<file path="src/rtl/dac_sample_feeder_pkg.sv">
// Shared types and widths for the DAC sample feeder and its record-path siblings.
package dac_feeder_pkg;

    localparam int DAC_SAMPLE_W = 12;
    localparam int CNT_W        = 16;

    typedef enum logic [1:0] {
        FEED_IDLE        = 2'd0,
        FEED_WAIT_ACCEPT = 2'd1,
        FEED_WAIT_DONE   = 2'd2
    } feed_state_t;

    // Debug counters stick at all-ones instead of wrapping back to zero.
    function automatic logic [CNT_W-1:0] sat_inc(input logic [CNT_W-1:0] v);
        return (v == {CNT_W{1'b1}}) ? v : v + 1'b1;
    endfunction

endpackage

</file>
<file path="src/rtl/dac_sample_feeder_if.sv">
// Sample stream in and DAC-writer handshake out, bundled for the feeder.
interface dac_sample_feeder_if;
    import dac_feeder_pkg::*;

    logic [DAC_SAMPLE_W-1:0] s_data;
    logic                    s_valid;
    logic                    s_ready;
    logic [DAC_SAMPLE_W-1:0] dac_value;
    logic                    dac_enable;
    logic                    dac_busy;

    // slave is the feeder's view; master is the sample source plus DAC writer.
    modport slave  (input  s_data, s_valid, dac_busy,
                    output s_ready, dac_value, dac_enable);
    modport master (output s_data, s_valid, dac_busy,
                    input  s_ready, dac_value, dac_enable);
endinterface

</file>
<file path="src/rtl/dac_sample_feeder_sync_fifo.sv">
// Show-ahead synchronous FIFO with occupancy output and a flush that drops same-cycle traffic.
module sync_fifo #(
    parameter int WIDTH = 12,
    parameter int DEPTH = 16
) (
    input  logic                     clk,
    input  logic                     rst,
    input  logic                     flush,
    input  logic                     wr_en,
    input  logic [WIDTH-1:0]         wr_data,
    input  logic                     rd_en,
    output logic [WIDTH-1:0]         rd_data,
    output logic                     full,
    output logic                     empty,
    output logic [$clog2(DEPTH):0]   level
);
    localparam int AW = $clog2(DEPTH);

    logic [WIDTH-1:0] mem [DEPTH];
    logic [AW-1:0]    wr_ptr;
    logic [AW-1:0]    rd_ptr;
    logic             do_wr;
    logic             do_rd;

    // Full is taken from the registered level, so a same-cycle pop never frees a slot early.
    assign full    = (level == (AW+1)'(DEPTH));
    assign empty   = (level == '0);
    assign do_wr   = wr_en && !full && !flush;
    assign do_rd   = rd_en && !empty && !flush;
    assign rd_data = mem[rd_ptr];

    always_ff @(posedge clk) begin
        if (rst || flush) begin
            wr_ptr <= '0;
            rd_ptr <= '0;
            level  <= '0;
        end else begin
            if (do_wr) wr_ptr <= wr_ptr + 1'b1;
            if (do_rd) rd_ptr <= rd_ptr + 1'b1;
            case ({do_wr, do_rd})
                2'b10:   level <= level + 1'b1;
                2'b01:   level <= level - 1'b1;
                default: level <= level;
            endcase
        end
    end

    always_ff @(posedge clk) begin
        if (do_wr) mem[wr_ptr] <= wr_data;
    end

endmodule

</file>
<file path="src/rtl/dac_sample_feeder.sv">
// Buffers samples and hands one to the I2C DAC writer per rate tick, pacing on its busy flag.
module dac_sample_feeder
    import dac_feeder_pkg::*;
#(
    parameter int DEPTH          = 16,
    parameter int ACCEPT_TIMEOUT = 1024
) (
    input  logic                   clk,
    input  logic                   rst,
    input  logic                   run,
    input  logic                   flush,
    input  logic [15:0]            rate_div,
    dac_sample_feeder_if.slave     bus,
    output logic [$clog2(DEPTH):0] fifo_level,
    output logic [CNT_W-1:0]       underrun_count,
    output logic [CNT_W-1:0]       late_count,
    output logic [CNT_W-1:0]       timeout_count
);
    localparam int TW = $clog2(ACCEPT_TIMEOUT + 1);

    logic [15:0]             tick_cnt;
    logic                    tick;
    logic                    pending;
    feed_state_t             state;
    feed_state_t             state_next;
    logic [TW-1:0]           wait_cnt;
    logic [TW-1:0]           wait_cnt_next;
    logic                    enable_next;
    logic [DAC_SAMPLE_W-1:0] value_next;
    logic [DAC_SAMPLE_W-1:0] head;
    logic                    pop;
    logic                    consume;
    logic                    underrun_inc;
    logic                    timeout_inc;
    logic                    fifo_full;
    logic                    fifo_empty;

    sync_fifo #(.WIDTH(DAC_SAMPLE_W), .DEPTH(DEPTH)) u_fifo (
        .clk     (clk),
        .rst     (rst),
        .flush   (flush),
        .wr_en   (bus.s_valid),
        .wr_data (bus.s_data),
        .rd_en   (pop),
        .rd_data (head),
        .full    (fifo_full),
        .empty   (fifo_empty),
        .level   (fifo_level)
    );

    assign bus.s_ready = !fifo_full;

    // Comparing with >= lets a shrunken rate_div fire on the very next cycle.
    assign tick = run && (tick_cnt >= rate_div);

    always_ff @(posedge clk) begin
        if (rst || !run || tick) tick_cnt <= '0;
        else                     tick_cnt <= tick_cnt + 1'b1;
    end

    always_comb begin
        state_next    = state;
        wait_cnt_next = wait_cnt;
        enable_next   = bus.dac_enable;
        value_next    = bus.dac_value;
        pop           = 1'b0;
        consume       = 1'b0;
        underrun_inc  = 1'b0;
        timeout_inc   = 1'b0;
        case (state)
            FEED_IDLE: begin
                // A flush owns the cycle: it clears pending, so no handoff or underrun starts.
                if (pending && !flush) begin
                    if (!fifo_empty && !bus.dac_busy) begin
                        pop           = 1'b1;
                        consume       = 1'b1;
                        value_next    = head;
                        enable_next   = 1'b1;
                        wait_cnt_next = '0;
                        state_next    = FEED_WAIT_ACCEPT;
                    end else if (fifo_empty) begin
                        consume      = 1'b1;
                        underrun_inc = 1'b1;
                    end
                end
            end
            FEED_WAIT_ACCEPT: begin
                if (bus.dac_busy) begin
                    enable_next = 1'b0;
                    state_next  = FEED_WAIT_DONE;
                end else if (wait_cnt == TW'(ACCEPT_TIMEOUT - 1)) begin
                    enable_next = 1'b0;
                    timeout_inc = 1'b1;
                    state_next  = FEED_IDLE;
                end else begin
                    wait_cnt_next = wait_cnt + 1'b1;
                end
            end
            FEED_WAIT_DONE: begin
                if (!bus.dac_busy) state_next = FEED_IDLE;
            end
            default: state_next = FEED_IDLE;
        endcase
    end

    always_ff @(posedge clk) begin
        if (rst) begin
            state          <= FEED_IDLE;
            wait_cnt       <= '0;
            bus.dac_enable <= 1'b0;
            bus.dac_value  <= '0;
            pending        <= 1'b0;
            underrun_count <= '0;
            late_count     <= '0;
            timeout_count  <= '0;
        end else begin
            state          <= state_next;
            wait_cnt       <= wait_cnt_next;
            bus.dac_enable <= enable_next;
            bus.dac_value  <= value_next;
            if (underrun_inc) underrun_count <= sat_inc(underrun_count);
            if (timeout_inc)  timeout_count  <= sat_inc(timeout_count);
            // A tick that lands on the consuming cycle re-arms pending without counting as late.
            if (flush) begin
                pending <= 1'b0;
            end else if (tick) begin
                pending <= 1'b1;
                if (pending && !consume) late_count <= sat_inc(late_count);
            end else if (consume) begin
                pending <= 1'b0;
            end
        end
    end

endmodule

</file>
<file path="src/flat_wrapper.sv">
// flat-port wrapper written by rule: the top's interface ports become plain ports
module dac_sample_feeder_flat import dac_feeder_pkg::*;
#(
    parameter int DEPTH          = 16,
    parameter int ACCEPT_TIMEOUT = 1024
)
  (clk, rst, run, flush, rate_div, fifo_level, underrun_count, late_count, timeout_count, bus_s_data, bus_s_valid, bus_dac_busy, bus_s_ready, bus_dac_value, bus_dac_enable);
  dac_sample_feeder_if bus_i ();
  input  logic clk;
  input  logic rst;
  input  logic run;
  input  logic flush;
  input  logic [15:0] rate_div;
  output logic [$clog2(DEPTH):0] fifo_level;
  output logic [CNT_W-1:0] underrun_count;
  output logic [CNT_W-1:0] late_count;
  output logic [CNT_W-1:0] timeout_count;
  input wire logic [$bits(bus_i.s_data)-1:0] bus_s_data;
  input wire logic [$bits(bus_i.s_valid)-1:0] bus_s_valid;
  input wire logic [$bits(bus_i.dac_busy)-1:0] bus_dac_busy;
  output wire logic [$bits(bus_i.s_ready)-1:0] bus_s_ready;
  output wire logic [$bits(bus_i.dac_value)-1:0] bus_dac_value;
  output wire logic [$bits(bus_i.dac_enable)-1:0] bus_dac_enable;
  assign bus_i.s_data = bus_s_data;
  assign bus_i.s_valid = bus_s_valid;
  assign bus_i.dac_busy = bus_dac_busy;
  assign bus_s_ready = bus_i.s_ready;
  assign bus_dac_value = bus_i.dac_value;
  assign bus_dac_enable = bus_i.dac_enable;
  dac_sample_feeder #(.DEPTH(DEPTH), .ACCEPT_TIMEOUT(ACCEPT_TIMEOUT)) u_core (.clk(clk), .rst(rst), .run(run), .flush(flush), .rate_div(rate_div), .bus(bus_i), .fifo_level(fifo_level), .underrun_count(underrun_count), .late_count(late_count), .timeout_count(timeout_count));
endmodule
</file>
<file path="config.mk">
export PLATFORM = sky130hd
export DESIGN_NAME = dac_sample_feeder_flat
export DESIGN_NICKNAME = d
export VERILOG_FILES = /design/src/rtl/dac_sample_feeder_pkg.sv /design/src/rtl/dac_sample_feeder_if.sv /design/src/rtl/dac_sample_feeder_sync_fifo.sv /design/src/rtl/dac_sample_feeder.sv /design/src/flat_wrapper.sv
export SDC_FILE = /design/constraint.sdc
export NUM_CORES = 1
export LEC_CHECK = 0
export CAP_MARGIN = 20
export CORE_MARGIN = 5
export CORE_UTILIZATION = 40
export DETAILED_ROUTE_END_ITERATION = 8
export PLACE_DENSITY_LB_ADDON = 0.05
export SLEW_MARGIN = 20
export SYNTH_ARGS = -nofsm -noshare
export SYNTH_HDL_FRONTEND = slang
export SYNTH_SLANG_ARGS = --single-unit
</file>
<file path="constraint.sdc">
create_clock -name clk -period 3.3 [get_ports clk]
set_clock_uncertainty 0.05 [all_clocks]
set_input_delay 0.66 -clock clk [delete_from_list [all_inputs] [get_ports clk]]
set_output_delay 0.66 -clock clk [all_outputs]
set_load 0.01 [all_outputs]
</file>
==> flow_summary.ini <==
[global_route]
grt_pass1_vias = 7893
grt_pass1_wl_um = 44900
grt_max_degree = 52
grt_antenna_before_repair = 0
grt_overflow = 0
grt_usage_pct = 16.0

[clock_network]
post_cts.repair.setup_buffers = 0
clk_path_buf_depth = 3
clk_latency_ps = 500
cts_max_level = 2
clk_pin_slew_ps = 50
clock-sinks = 296
clockRootBuffer = clkbuf_16
cts_resized = 0
postCtsHoldBufs = 0
cts_buffers = 36
cts_tree = yes

[yosys]
synthCells = 904
ys_ff_latch = 296
syn_area_per_cell_um2 = 13.9
mappedNetlistArea_um2 = 12600
ys_types = 60
synth_edf_count = 192
synth_top_area_share_pct = 45.9
synth.area.top_cells = edfxtp_1 (46%), dfxtp_1 (17%), mux4_2 (11%)
yosysWarnings = 0
ys_seq_area_share_pct = 62.5
synth_flop_cell = edfxtp_1
synthArstFlopShare_pct = 0
synth_nets = 969
yosys.area.top_type = edfxtp_1

[timing]
slew_viol_final = 0
fin_tns_setup_ps = 0
slew_headroom_pct = 32.5
setup-violations-final = 0
tightest_slew_ps = 1010
max_freq_ghz = 0.348
holdWs_ps = 401
rsz0062_at_grt = false
hold_viol_final = 0
period_needed_ps = 2870
period_share_pct = 87.0

[floorplanning]
pin_count = 101
fp.dieW_um = 187
die_y_um = 187
coreArea_um2 = 31300
start_util_pct = 40.1
dieArea_um2 = 35100
num_rows = 65

[routing]
vias = 7737
drt_wl_total_um = 28200
wl_per_cell_um = 18.8
wl_met1_um = 13000
drc = 0
dr.pass1.iters = 4
met2_length_um = 13200
drt-initial-drc-count = 331
dr_wl_met3_um = 1500
route.antenna.remaining_nets = 0
viasPerCell = 5.17
top_layer_used = met4

[layout]
fin_util_pct = 49.9
area_growth_pct = 24.2
antenna_cells = 0
fin_cells = 1496
layout-drive-gt1-share_pct = 18.8
finalNetCount = 1132

[run]
maxCapViolCount = 0

[setup_path]
end_kind = register
crit_fanout = 8
r2r_start = u_core.u_fifo.level[0]
worstPathRequired_ps = 3630
cp.arrival_ps = 3200
rrSetupSlack_ps = 430
worst-setup-path-type = primary input to register
rr_endpoint = u_core.u_fifo.level[4]
rr_worst_depth = 10
cp-start-kind = primary input

[min_path]
min_from = u_core.bus.dac_value[5]
hold_depth = 2
hold_class = register to register
worstHoldEndpoint = u_core.bus.dac_value[5]

[power_and_ir_drop]
leakagePower_nw = 5.26
powerDensity_nw_per_um2 = 512
ir_drop_uv = 293
power_mw = 7.99

[placement]
port_buffers = 100
placedCellCount = 1431
dpl.hpwl_um = 18400
gp_congestion = 0.789

[status]
outcome = complete, no violations
[synth_stat cells (3+ instances only)]
master	number
o21ai_1	3
or4_1	4
nor2b_1	9
nand4_1	20
ha_1	30
a21oi_1	42
nor4_1	4
nor2_1	99
o31ai_1	4
a21o_1	5
nand3_1	23
or3_1	12
or2_2	3
mux2i_1	4
nor3_2	3
xor2_1	28
and4_1	10
nor3_1	19
o21ai_0	12
clkbuf_1	19
buf_2	10
and2_1	3
nand2_1	67
buf_1	5
inv_1	26
nand2b_1	8
and3_1	12
mux4_2	60
dfxtp_1	104
edfxtp_1	192
xnor2_1	28
[layer usage]
metal / vias to the layer above / global-route usage (%)
met5: - / 0
li1: 3711 / -
met1: 3815 / 22.3
met3: 41 / 3.00
met4: 0 / 4.07
met2: 170 / 26.2
[cell usage in the layout (no fill, tap or decap), types with 28 or more instances in the layout]
| cell | instances |
|---|---|
| clkdlybuf4s50_1 | 99 |
| mux4_2 | 60 |
| edfxtp_1 | 192 |
| xnor2_1 | 28 |
| ha_1 | 30 |
| buf_4 | 57 |
| xor2_1 | 28 |
| nand2_1 | 67 |
| nor2_1 | 99 |
| a21oi_1 | 42 |
| dfxtp_1 | 102 |
| clkbuf_16 | 38 |
[kinds of logic (layout without fill, tap and decap cells)]
kind of cell	count (synthesis)	after routing	share of synthesized area (%)
xor gates and xnor gates	56	56	3.90
muxes	69	69	11.6
and+or+nand+nor	309	309	12.7
AOI/OAI and AO/OA	80	80	4.17
buffers and inverters	63	253	2.07
adders and majority gates	31	31	3.15
DFF	296	296	62.5
[worst max-delay path, stage by stage]
cell and delay [ps]:
clkdlybuf4s50_1 410, ha_1 280, nand2b_1 150, a2111oi_2 400, a2111oi_2 90, buf_4 150, o31ai_2 480, buf_4 250
nor3_1 70, mux2_2 260
[stage by stage]
step	setup slack, ps	instance area, um^2
floorplan	107	12600
global placement	-93.9	14400
detailed placement	-90.4	14400
CTS	402	15600
global route	200	15600
finish	427	15600
[layout make-up]
type / instances / area [um^2]
flip-flops and latches: 296 / 7850
well taps: 402 / 503
multi-input cells: 545 / 4480
clock buffers: 56 / 1070
clock inverters: 9 / 105
fillers: 2731 / 15700
repair buffers: 161 / 1500
inverters: 27 / 101
[sequential cells by signal, summed over array words and instances, names as in the netlist]
name	count
u_core.timeout_count	16
u_core.u_fifo.wr_ptr	4
u_core.u_fifo.level	5
u_core.bus.dac_enable	1
u_core.wait_cnt	11
u_core.late_count	16
u_core.u_fifo.rd_ptr	4
u_core.tick_cnt	16
u_core.u_fifo.mem	192
u_core.underrun_count	16
u_core.state	2
u_core.pending	1
u_core.bus.dac_value	12
[worst max path at each step]
stage,start,end,slack (ps)
2_1_floorplan,u_core.u_fifo.level[0],u_core.u_fifo.level[4],110
3_3_place_gp,rate_div[0],u_core.late_count[13],-90
3_5_place_dp,rate_div[0],u_core.late_count[13],-90
4_1_cts,u_core.u_fifo.level[0],u_core.u_fifo.level[4],400
5_1_grt,u_core.u_fifo.level[0],u_core.u_fifo.level[4],200
6_report,rate_div[0],u_core.late_count[13],430
[report_power, final]
group / switching (mW) / leakage, nW / total (mW) / internal, mW
clock network: 1.47 / 0.576 / 3.85 / 2.38
registers: 0.00601 / 2.57 / 3.96 / 3.95
logic: 0.0992 / 2.12 / 0.178 / 0.0786
total: 1.57 / 5.26 / 7.99 / 6.42
(Power assumes the default switching activity.)
